===== config.mk =====
export PLATFORM = sky130hd
export DESIGN_NAME = mips_multicycle_control
export DESIGN_NICKNAME = d
export VERILOG_FILES = /design/src/rtl/mips_multicycle_control.sv
export SDC_FILE = /design/constraint.sdc
export NUM_CORES = 1
export LEC_CHECK = 0
export ABC_AREA = 1
export BUFFER_PORTS_ARGS = -buffer_cell sky130_fd_sc_hd__buf_2
export CORE_MARGIN = 1
export CORE_UTILIZATION = 35
export CTS_BUF_LIST = sky130_fd_sc_hd__clkbuf_4
export DETAILED_ROUTE_END_ITERATION = 10
export PLACE_DENSITY = 0.68
export SETUP_SLACK_MARGIN = 0.1
export SYNTH_ARGS = -nofsm -noshare
export SYNTH_HDL_FRONTEND = slang
export SYNTH_SLANG_ARGS = --single-unit

===== constraint.sdc =====
create_clock -name clk -period 1.3 [get_ports clk]
set_input_delay 0.065 -clock clk [delete_from_list [all_inputs] [get_ports clk]]
set_output_delay 0.065 -clock clk [all_outputs]
set_load 0.01 [all_outputs]

===== src/rtl/mips_multicycle_control.sv =====
// Multi-cycle MIPS control unit. A registered FSM steps through fetch, decode,
// execute, memory and writeback, with memory wait states. It also provides
// j/jal/jr, a sticky illegal-opcode trap and a retired-instruction counter.
module mips_multicycle_control #(
  parameter int OPCODE_W = 6,
  parameter int FUNCT_W  = 6,
  parameter int ALUOP_W  = 3,
  parameter int CNT_W    = 32,
  parameter int EN_JAL   = 1
) (
  input  logic                clk,
  input  logic                rst_n,
  input  logic [OPCODE_W-1:0] opcode,
  input  logic [FUNCT_W-1:0]  funct,
  input  logic                zero,
  input  logic                mem_ready,
  output logic                pc_write,
  output logic                ir_write,
  output logic                i_or_d,
  output logic                mem_read,
  output logic                mem_write,
  output logic [1:0]          reg_dst,
  output logic [1:0]          mem_to_reg,
  output logic                reg_write,
  output logic                alu_src_a,
  output logic [1:0]          alu_src_b,
  output logic [ALUOP_W-1:0]  alu_op,
  output logic [1:0]          pc_src,
  output logic                illegal,
  output logic                instr_done,
  output logic [CNT_W-1:0]    retired
);

  localparam logic [3:0] S_FETCH    = 4'd0;
  localparam logic [3:0] S_DECODE   = 4'd1;
  localparam logic [3:0] S_R_EXEC   = 4'd2;
  localparam logic [3:0] S_R_WB     = 4'd3;
  localparam logic [3:0] S_I_EXEC   = 4'd4;
  localparam logic [3:0] S_I_WB     = 4'd5;
  localparam logic [3:0] S_MEM_ADDR = 4'd6;
  localparam logic [3:0] S_MEM_RD   = 4'd7;
  localparam logic [3:0] S_LW_WB    = 4'd8;
  localparam logic [3:0] S_MEM_WR   = 4'd9;
  localparam logic [3:0] S_BEQ      = 4'd10;
  localparam logic [3:0] S_JR       = 4'd11;
  localparam logic [3:0] S_J        = 4'd12;
  localparam logic [3:0] S_JAL      = 4'd13;
  localparam logic [3:0] S_TRAP     = 4'd14;

  localparam logic [OPCODE_W-1:0] OP_RTYPE = OPCODE_W'(6'b000000);
  localparam logic [OPCODE_W-1:0] OP_ADDI  = OPCODE_W'(6'b001000);
  localparam logic [OPCODE_W-1:0] OP_ANDI  = OPCODE_W'(6'b001100);
  localparam logic [OPCODE_W-1:0] OP_LW    = OPCODE_W'(6'b100011);
  localparam logic [OPCODE_W-1:0] OP_SW    = OPCODE_W'(6'b101011);
  localparam logic [OPCODE_W-1:0] OP_BEQ   = OPCODE_W'(6'b000100);
  localparam logic [OPCODE_W-1:0] OP_J     = OPCODE_W'(6'b000010);
  localparam logic [OPCODE_W-1:0] OP_JAL   = OPCODE_W'(6'b000011);

  localparam logic [FUNCT_W-1:0] FN_ADD = FUNCT_W'(6'b100000);
  localparam logic [FUNCT_W-1:0] FN_AND = FUNCT_W'(6'b100100);
  localparam logic [FUNCT_W-1:0] FN_NOR = FUNCT_W'(6'b100111);
  localparam logic [FUNCT_W-1:0] FN_SLT = FUNCT_W'(6'b101010);
  localparam logic [FUNCT_W-1:0] FN_JR  = FUNCT_W'(6'b001000);

  localparam logic [ALUOP_W-1:0] ALU_AND = ALUOP_W'(3'b000);
  localparam logic [ALUOP_W-1:0] ALU_ADD = ALUOP_W'(3'b010);
  localparam logic [ALUOP_W-1:0] ALU_NOR = ALUOP_W'(3'b011);
  localparam logic [ALUOP_W-1:0] ALU_SUB = ALUOP_W'(3'b110);
  localparam logic [ALUOP_W-1:0] ALU_SLT = ALUOP_W'(3'b111);

  logic [3:0]       state_q, state_d;
  logic             illegal_q, illegal_d;
  logic [CNT_W-1:0] retired_q, retired_d;

  // Next-state selection; decode dispatches on opcode/funct held in the IR
  always_comb begin
    state_d = state_q;
    case (state_q)
      S_FETCH:    if (mem_ready) state_d = S_DECODE;
      S_DECODE: begin
        case (opcode)
          OP_RTYPE: begin
            if (funct == FN_ADD || funct == FN_AND ||
                funct == FN_NOR || funct == FN_SLT) state_d = S_R_EXEC;
            else if (funct == FN_JR)               state_d = S_JR;
            else                                    state_d = S_TRAP;
          end
          OP_ADDI, OP_ANDI: state_d = S_I_EXEC;
          OP_LW, OP_SW:     state_d = S_MEM_ADDR;
          OP_BEQ:           state_d = S_BEQ;
          OP_J:             state_d = (EN_JAL != 0) ? S_J   : S_TRAP;
          OP_JAL:           state_d = (EN_JAL != 0) ? S_JAL : S_TRAP;
          default:          state_d = S_TRAP;
        endcase
      end
      S_R_EXEC:   state_d = S_R_WB;
      S_I_EXEC:   state_d = S_I_WB;
      S_MEM_ADDR: state_d = (opcode == OP_LW) ? S_MEM_RD : S_MEM_WR;
      S_MEM_RD:   if (mem_ready) state_d = S_LW_WB;
      S_MEM_WR:   if (mem_ready) state_d = S_FETCH;
      S_TRAP:     state_d = S_TRAP;
      S_R_WB, S_I_WB, S_LW_WB, S_BEQ, S_JR, S_J, S_JAL: state_d = S_FETCH;
      default:    state_d = S_FETCH;
    endcase
  end

  // Control outputs decoded from the state; strobes are forced low while in reset
  always_comb begin
    pc_write   = 1'b0;
    ir_write   = 1'b0;
    i_or_d     = 1'b0;
    mem_read   = 1'b0;
    mem_write  = 1'b0;
    reg_dst    = 2'b00;
    mem_to_reg = 2'b00;
    reg_write  = 1'b0;
    alu_src_a  = 1'b0;
    alu_src_b  = 2'b00;
    alu_op     = ALU_ADD;
    pc_src     = 2'b00;
    instr_done = 1'b0;
    case (state_q)
      S_FETCH: begin
        mem_read  = 1'b1;
        alu_src_b = 2'b01;
        ir_write  = mem_ready;
        pc_write  = mem_ready;
      end
      S_DECODE:   alu_src_b = 2'b11;
      S_R_EXEC: begin
        alu_src_a = 1'b1;
        case (funct)
          FN_AND:  alu_op = ALU_AND;
          FN_NOR:  alu_op = ALU_NOR;
          FN_SLT:  alu_op = ALU_SLT;
          default: alu_op = ALU_ADD;
        endcase
      end
      S_R_WB: begin
        reg_dst    = 2'b01;
        reg_write  = 1'b1;
        instr_done = 1'b1;
      end
      S_I_EXEC: begin
        alu_src_a = 1'b1;
        alu_src_b = 2'b10;
        alu_op    = (opcode == OP_ANDI) ? ALU_AND : ALU_ADD;
      end
      S_I_WB, S_LW_WB: begin
        mem_to_reg = (state_q == S_LW_WB) ? 2'b01 : 2'b00;
        reg_write  = 1'b1;
        instr_done = 1'b1;
      end
      S_MEM_ADDR: begin
        alu_src_a = 1'b1;
        alu_src_b = 2'b10;
      end
      S_MEM_RD: begin
        i_or_d   = 1'b1;
        mem_read = 1'b1;
      end
      S_MEM_WR: begin
        i_or_d     = 1'b1;
        mem_write  = 1'b1;
        instr_done = mem_ready;
      end
      S_BEQ: begin
        alu_src_a  = 1'b1;
        alu_op     = ALU_SUB;
        pc_src     = 2'b01;
        pc_write   = zero;
        instr_done = 1'b1;
      end
      S_JR, S_J, S_JAL: begin
        pc_src     = (state_q == S_JR) ? 2'b11 : 2'b10;
        pc_write   = 1'b1;
        instr_done = 1'b1;
        if (state_q == S_JAL) begin
          reg_dst    = 2'b10;
          mem_to_reg = 2'b10;
          reg_write  = 1'b1;
        end
      end
      default: ;
    endcase
    if (!rst_n) begin
      pc_write   = 1'b0;
      ir_write   = 1'b0;
      mem_read   = 1'b0;
      mem_write  = 1'b0;
      reg_write  = 1'b0;
      instr_done = 1'b0;
    end
  end

  // Sticky trap flag and free-running wrap-around retire counter
  always_comb begin
    illegal_d = illegal_q | (state_d == S_TRAP);
    retired_d = instr_done ? retired_q + CNT_W'(1) : retired_q;
  end

  // State, trap and counter registers
  always_ff @(posedge clk or negedge rst_n) begin
    if (!rst_n) begin
      state_q   <= S_FETCH;
      illegal_q <= 1'b0;
      retired_q <= '0;
    end else begin
      state_q   <= state_d;
      illegal_q <= illegal_d;
      retired_q <= retired_d;
    end
  end

  assign illegal = illegal_q;
  assign retired = retired_q;

endmodule


======== Yosys cells after proc, flatten, opt, wreduce, memory -nomap -nowiden ========
Index checks and enable logic that the tools add are counted.
storage, ports and cells
  bits of input ports ..................... 16
  output and inout bits ................... 52
  logic and storage cells ................. 80
  register bits after elaboration ......... 37
cells by class
  multiplexer cells ....................... 33
  eq/ne operators ......................... 27
  add/sub/neg operators ................... 1
  reduce and logical (&&, ||, !) cells .... 15
  bitwise logic cells ..................... 1
operator list
  operator               number
  $eq 6x6->1 const B     6
  $add 32x1->32 const B  1
  $eq 4x4->1 const B     8
  $pmux 4 s8             1
  $pmux 4 s6             1
  $mux 4                 5
  $eq 6x4->1 const B     3
  $pmux 3 s3             2
  $eq 4x3->1 const B     4
  $mux 1                 14
  $eq 6x2->1 const B     2
  $pmux 2 s2             3
  $reduce_or 2->1        6
  $eq 4x2->1 const B     2
  $reduce_or 7->1        1
  $eq 6x3->1 const B     1
  $logic_not 6->1        1
  $pmux 2 s3             1
  $reduce_or 3->1        2
  $eq 4x1->1 const B     1
  $logic_not 4->1        1
  $mux 2                 2
  $pmux 1 s2             2
  $reduce_or 4->1        1
  4 further kinds        6

======== Logic depth before layout (Yosys ltp) ========
Gate-level depths: netlist of run 1.
  depth in word-level cells ............... 9
  mapped depth ............................ 11
  depth with buffers taken out ............ 11

======== Worst setup path before layout of run 1 ========
OpenSTA, ideal clock, no wires.
  path type ............................... reg-to-reg
  from .................................... register retired_q[0] (netlist: retired[0])
  to ...................................... register retired_q[24] (netlist: retired[24])
  path slack .............................. -186 ps
  arrival time ............................ 1421 ps
  buffers on the path ..................... 0
  setup time .............................. 65 ps
  clock period less this slack ............ 1486 ps
  cell stages (with the launch flop) ...... 9
  data required time ...................... 1235 ps
  cells stage by stage .................... dfrtp_1 > ha_1 > inv_1 > nor2_1 > nand2_1 > nor3_1 > xor2_1 > nand2_1 > nand2_1
on the way
  cells in the longest elaborated chain, start to end .. 1
ends and longest elaborated chain
  element                 line  source
  start, declared         73    logic [CNT_W-1:0] retired_q, retired_d;
  start signal, assigned  211   retired_q <= retired_d;
  $add 32x1->32           199   retired_d = instr_done ? retired_q + CNT_W'(1) : retired_q;
Every way passes these cells.
A chain may end at the register's enable or synchronous reset.

======== Worst setup path after layout of run 1 ========
  from .................................... register state_q[3]
  to ...................................... output port instr_done
on the way
  cells in the longest elaborated chain, start to end .. 4
  elaborated cells on any way between the ends .. 11
  those cells by class .................... eq/ne: 8; mux: 2; reduce/logical: 1
ends and longest elaborated chain
  element                                   line  source
  start, declared                           71    logic [3:0] state_q, state_d;
  start signal, assigned                    209   state_q <= state_d;
  $eq 4x4->1, or another cell as far along  122   case (state_q)
  $reduce_or 7->1 (no source line)          -
  $pmux 1 s2 *                              122
  $mux 1 *                                  186   if (!rst_n) begin
  end, declared                             30    output logic instr_done,
Mark *: on every way between the ends. The rest lies on a longest branch, timed or not.

==> results.tsv, run 1 <==
metric	value	unit
Leakage	0.00235	µW
Crit-path slowest cell	dfrtp_2	
design area	0.00449	mm²
diode count	0	
Worst path most repeated cell	buf_6	
Netlist cell types	24	
Yosys reg bits	37	
Post-Place Setup Slack	-0.250	ns
# IOs	68	
Crit Path Max Fanout	5	
failing checks	setup timing	
Cell Area, Placed	0.00374	mm²
top cells by area, synth	dfrtp_1 (35%), nand2_1 (19%), nor2_1 (10%)	
CP required	1.24	ns
syn avg cell area	6.43	µm²
detailed-route wire length per cell	13.8	µm
# clock sinks	37	
core area	0.00729	mm²
most common library cells after synthesis	nand2_1 (133), nor2_1 (72), inv_1 (51)	
status	finished, violations left	
Async S/R FF share, synth	1.00	
Syn Inst Count	411	
# port buffers	67	
Slew HR	0.694	
share of layout cells above drive strength 1	0.463	
Final WS setup	-0.477	ns
Crit Path Class	register to output pin	
Max stage delay on crit path	0.48	ns
RD Place Congestion	0.944	
initial antenna violation count	0	
final setup violating endpoints	56	
top cell type by total area after synthesis	dfrtp_1	
Pins Over Slew Limit	0	
yosys warns	0	
detailed placement HPWL	6390	µm
total gr overflow	0	
share of the synthesized area in the top cell type	0.350	
PwrDens	1610	mW/mm²
Tmin final	1.78	ns
DR pass1 iterations	4	
die width	88.9	µm
TritonCTS Buffers	5	
CTS Buffer Depth	2	
CP Launch Type	register	
initial core utilization	0.362	
GRT Total Usage	0.237	
Worst-Skew Late Latency	0.35	ns
CTS tree	yes	
final hold vios	0	
detailed-route wire length	9530	µm
most frequent cell after synthesis	nand2_1	
area grow syn2layout	69.8	%
Die Y	88.9	µm
Synth Cell Area	0.00264	mm²
worst slew pin tran	0.459	ns
worst path arrival time	1.71	ns
first-pass GRT wire length	14200	µm
Final nets	606	
critical path capture point type	output pin	
DRC	0	
Syn Nets	428	
post-DR vias/cell	4.90	
Worst-path clk slew	0.11	ns
Tcrit/Tclk final	1.37	
Worst Hold Class	input pin to async pin	
clk_skew	0.0131	ns
vias post-DR	3374	
maximum clock rate	0.563	GHz
MaxCap Viol Count	0	
Antenna Nets Post-Route	0	
CTS H-tree lvls	2	
root buffer cell	clkbuf_4	
number of global-route vias before repair	3198	
unrepaired setup endpoints after global routing	true	
Max VDD drop	719	µV
drt initial violations	170	
Std-Cell Rows	31	
Primary FF master, synth	dfrtp_1	
cells along the critical path	inv_2, nor2_4, buf_6, a21oi_4, nand3_2, nand2_4, inv_4, buf_12, buf_6	
EDFF count, synth	0	
pin count of the biggest net entering global routing	36	
die area	0.00790	mm²
sequential-to-total area share from yosys stat	0.350	
layout by cell type, fill, tap and decap left out, types with 2 or more instances in the layout:
| cell | n |
|---|---|
| nand2_1 | 114 |
| buf_4 | 80 |
| buf_2 | 61 |
| nor2_1 | 48 |
| inv_1 | 36 |
| dfrtp_1 | 35 |
| buf_6 | 30 |
| xor2_1 | 24 |
| nand3_1 | 22 |
| nor2_4 | 18 |
| nand2_2 | 14 |
| inv_2 | 13 |
| nor2_2 | 13 |
| o21ai_1 | 13 |
| nor3_1 | 9 |
| nand2_4 | 7 |
| nand4_1 | 6 |
| nor3_2 | 6 |
| clkbuf_4 | 5 |
| inv_4 | 4 |
| o21ai_2 | 3 |
| xnor2_1 | 3 |
| buf_12 | 3 |
| o21ai_0 | 2 |
| nand3_2 | 2 |
| a21oi_2 | 2 |
| clkinv_1 | 2 |
| dfrtp_2 | 2 |
logic make-up (layout without fill, tap and decap cells):
family | Yosys count | after routing | share of synthesized area
flops | 37 | 37 | 0.350
fa+ha+maj | 1 | 1 | 0.00473
buf+inv | 60 | 239 | 0.0942
compound gates | 22 | 22 | 0.0426
xor+xnor | 29 | 29 | 0.0961
simple gates | 262 | 262 | 0.412
worst paths after layout:
path	start	to	slack (ns)	cells after the start
worst min-delay path	rst_n	retired[11]	0.21	2
worst max register to register	state_q[3]	retired[1]	-0.45	12
max in group asynchronous	rst_n	state_q[2]	0.33	3
min in group clk	mem_ready	state_q[0]	0.22	4
worst min register to register	illegal	illegal	0.48	2
worst max-delay path	state_q[3]	instr_done	-0.48	9
critical path, delay by kind of cell, from the launching register on:
family / cells / cell delay (ns)
compound gates: 1 / 0.15
buf+inv: 5 / 0.48
flops: 1 / 0.48
simple gates: 3 / 0.26
power breakdown:
group,internal [µW],total [µW],switching [µW]
Clock,196,592,396
Combinational,2450,4900,2450
Sequential,1430,1720,296
Total,4070,7210,3140
what timing repair did:
action | in CTS | in global routing
hold buffers | 1 | 0
resized for setup | 75 | 54
pin swaps | 27 | 24
endpoints found under the setup margin | 57 | 57
setup buffers | 21 | 8
hold endpoints to repair | 37 | 0
cloned | 1 | 1
final cells by class:
type / count / area, µm²
Inverter: 54 / 220
Sequential cell: 37 / 928
Fill cell: 646 / 2800
Clock inverter: 3 / 12.5
Multi-Input combinational cell: 314 / 1790
Clock buffer: 5 / 37.5
Timing Repair Buffer: 177 / 1370
Tap cell: 99 / 124
layer usage:
layer / vias to the layer above / GRT usage / part of all wire
met5: - / 0 / 0
met3: 35 / 0.0416 / 0.049
met2: 129 / 0.420 / 0.51
met4: 0 / 0.0997 / 0.034
met1: 1589 / 0.282 / 0.41
li1: 1621 / - / -
through the flow:
stage | power, µW | util | setup TNS [ns] | cells | hold WS, ns
after floorplan | 3260 | - | -2.09 | 411 | -0.231
after global placement | 4890 | 0.514 | -5.13 | 651 | -0.0818
after detailed placement | 4970 | 0.514 | -7.96 | 651 | -0.0817
after CTS | 6520 | 0.578 | -16.51 | 680 | 0.172
after global routing | 7670 | 0.615 | -25.20 | 689 | 0.210
final | 7210 | 0.615 | -19.64 | 689 | 0.208
state kept, by name, indices dropped and copies added (netlist names):
| signal | count |
|---|---|
| illegal | 1 |
| retired | 32 |
| state_q | 4 |
No activity file was read; power rests on OpenSTA's default activity.
==> inputs of run 2 (changes only) <==
--- a/config.mk
+++ b/config.mk
@@ -5,13 +5,12 @@
 export SDC_FILE = /design/constraint.sdc
 export NUM_CORES = 1
 export LEC_CHECK = 0
-export ABC_AREA = 1
 export BUFFER_PORTS_ARGS = -buffer_cell sky130_fd_sc_hd__buf_2
 export CORE_MARGIN = 1
-export CORE_UTILIZATION = 35
+export CORE_UTILIZATION = 40
 export CTS_BUF_LIST = sky130_fd_sc_hd__clkbuf_4
 export DETAILED_ROUTE_END_ITERATION = 10
-export PLACE_DENSITY = 0.68
+export PLACE_DENSITY = 0.76
 export SETUP_SLACK_MARGIN = 0.1
 export SYNTH_ARGS = -nofsm -noshare
 export SYNTH_HDL_FRONTEND = slang
==> run 2 against run 1 <==
Net effect: the flow finishes with violations (hold timing, setup timing); core utilization rose by 17 points; synthesized cell count fell by 42%; maximum frequency is 6.3% lower; sequential share of layout area increased by 1.9 points; critical path type unchanged; critical endpoint is now reg_write; largest power group unchanged.
==> results.tsv, run 2 <==
metric	value	unit
status	finished, violations left	
failing checks	hold timing, setup timing	
Worst path most repeated cell	nor2_1	
WP buf/inv	2	
Tcrit/Tclk final	1.46	
top cell type by total area after synthesis	dfrtp_1	
die area	0.00590	mm²
TritonCTS Buffers	5	
share of the synthesized area in the top cell type	0.414	
CP Launch Type	register	
total gr overflow	0	
GRT Total Usage	0.253	
Async S/R FF share, synth	1.00	
sequential-to-total area share from yosys stat	0.414	
die width	76.8	µm
worst path arrival time	1.83	ns
initial core utilization	0.427	
sequential cell area	932	µm²
number of global-route vias before repair	2607	
Std-Cell Rows	26	
Antenna Nets Post-Route	0	
final hold vios	37	
initial antenna violation count	0	
most frequent cell after synthesis	dfrtp_1	
Syn Nets	254	
Primary FF master, synth	dfrtp_1	
first-pass GRT wire length	12100	µm
PwrDens	1610	mW/mm²
# clock sinks	37	
clk_skew	0.0135	ns
Crit Path Class	register to output pin	
leading cell type in the layout, fill and taps excluded	buf_4	
Die Y	76.8	µm
CP required	1.24	ns
# port buffers	67	
Worst Hold Class	input pin to async pin	
setup_tns	-23.17	ns
diode count	0	
# IOs	68	
cells along the critical path	buf_6, nand2b_4, nor2_1, a21oi_1, nor2_1, o21a_1, buf_2	
Crit Path Max Fanout	7	
vias post-DR	2590	
most common library cells after synthesis	dfrtp_1 (37), xnor2_1 (27), nand2_1 (22)	
worst hold margin	-0.205	ns
unrepaired setup endpoints after global routing	true	
MaxCap Viol Count	0	
footprint of the multi-input gates	0.00164	mm²
Final nets	427	
Worst-Skew Late Latency	0.35	ns
Syn Inst Count	237	
top cells by area, synth	dfrtp_1 (41%), xnor2_1 (11%), nand4_1 (3.9%)	
Pins Over Slew Limit	0	
max FFs per register	32	
DR pass1 iterations	4	
DRC	0	
maximum clock rate	0.527	GHz
Tmin final	1.90	ns
detailed-route wire length	8300	µm
drt initial violations	109	
root buffer cell	clkbuf_4	
Slew HR	0.664	
final setup violating endpoints	56	
Worst-path clk slew	0.12	ns
RD Place Congestion	0.866	
post-DR vias/cell	5.38	
EDFF count, synth	0	
syn avg cell area	9.44	µm²
detailed placement HPWL	4320	µm
Max VDD drop	919	µV
area grow syn2layout	84.2	%
Crit-path slowest cell	dfrtp_2	
core area	0.00524	mm²
critical path capture point type	output pin	
CTS tree	yes	
fillers	323	
share of layout cells above drive strength 1	0.642	
CTS Buffer Depth	2	
Yosys reg bits	37	
detailed-route wire length per cell	17.2	µm
Netlist cell types	51	
Final WS setup	-0.597	ns
worst slew pin tran	0.504	ns
Leakage	0.00209	µW
Max stage delay on crit path	0.50	ns
largest delay contributor family on the critical path	flip-flops	
yosys warns	0	
CTS H-tree lvls	2	
Synth Cell Area	0.00224	mm²
pin count of the biggest net entering global routing	40	
most frequent cells in the layout	buf_4 (78), buf_2 (61), buf_6 (38)	
==> run 2: cell families (layout without fill, tap and decap cells) <==
logic type               after synthesis  count (layout)  share of synthesized area
AO/OA/AOI/OAI                         29              29                     0.0962
flip-flops                            37              37                      0.414
XOR/XNOR                              31              31                      0.121
multiplexers                           3               3                     0.0140
AND/OR/NAND/NOR                      117             117                      0.304
adder cells (fa/ha/maj)                1               1                    0.00559
buffers and inverters                 19             193                     0.0458
==> run 2: area by class of cell <==
class                           instances  area share
Clock buffer                            6      0.0109
Sequential cell                        37       0.226
Clock inverter                          2     0.00243
Multi-Input combinational cell        181       0.398
Timing Repair Buffer                  180       0.336
Inverter                                5     0.00607
Tap cell                               70      0.0212
==> run 2: report_power, final <==
group | switching (µW) | internal (µW) | leakage [µW]
Sequential | 220 | 1340 | 0.000489
Clock | 391 | 227 | 0.0000354
Combinational | 2110 | 2350 | 0.00156
==> run 2: final timing paths <==
| kind | from | end | slack (ns) | cells past startpoint |
|---|---|---|---|---|
| max in group asynchronous | rst_n | state_q[2] | 1.11 | 2 |
| setup / recovery | state_q[2] | reg_write | -0.60 | 7 |
| hold / removal | rst_n | retired[2] | -0.21 | 2 |
| hold reg to reg | retired[31] | retired[31] | 0.48 | 1 |
| setup reg to reg | state_q[2] | retired[24] | -0.55 | 7 |
| min in group clk | opcode[2] | state_q[3] | 0.15 | 4 |
==> run 2: per-layer routing <==
| metal | track usage | routed length (µm) | part of all wire | vias to the layer above |
|---|---|---|---|---|
| met5 | 0 | 0 | 0 | - |
| met4 | 0.108 | 230 | 0.028 | 0 |
| met3 | 0.0429 | 350 | 0.042 | 18 |
| met2 | 0.445 | 4450 | 0.54 | 92 |
| met1 | 0.304 | 3260 | 0.39 | 1284 |
| li1 | - | - | - | 1196 |
==> run 2: worst reg2reg max path, stage by stage, from the launching register on <==
cell and delay, ns:
dfrtp_2 0.50, a211o_4 0.39, buf_6 0.13, nor4_4 0.11, buf_4 0.18, buf_12 0.13
nand4_1 0.13, xnor2_1 0.21
==> run 2: repair_timing <==
action                     CTS  global route
hold endpoints to repair    37            37
setup endpoints to repair   56            56
cloned                       0             1
setup buffers               28             8
pin swaps                   37            34
resized for setup           74            54
==> run 2: metrics by stage <==
step	utilization	total power [µW]	area, µm²	instances	setup WS, ns
final	0.787	6640	4120	481	-0.597
after global routing	0.787	6960	4120	481	-0.619
after CTS	0.718	5860	3760	473	-0.462
after detailed placement	0.612	4040	3210	437	-0.393
after global placement	0.612	3980	3210	437	-0.362
after floorplan	-	2960	2300	237	-0.318
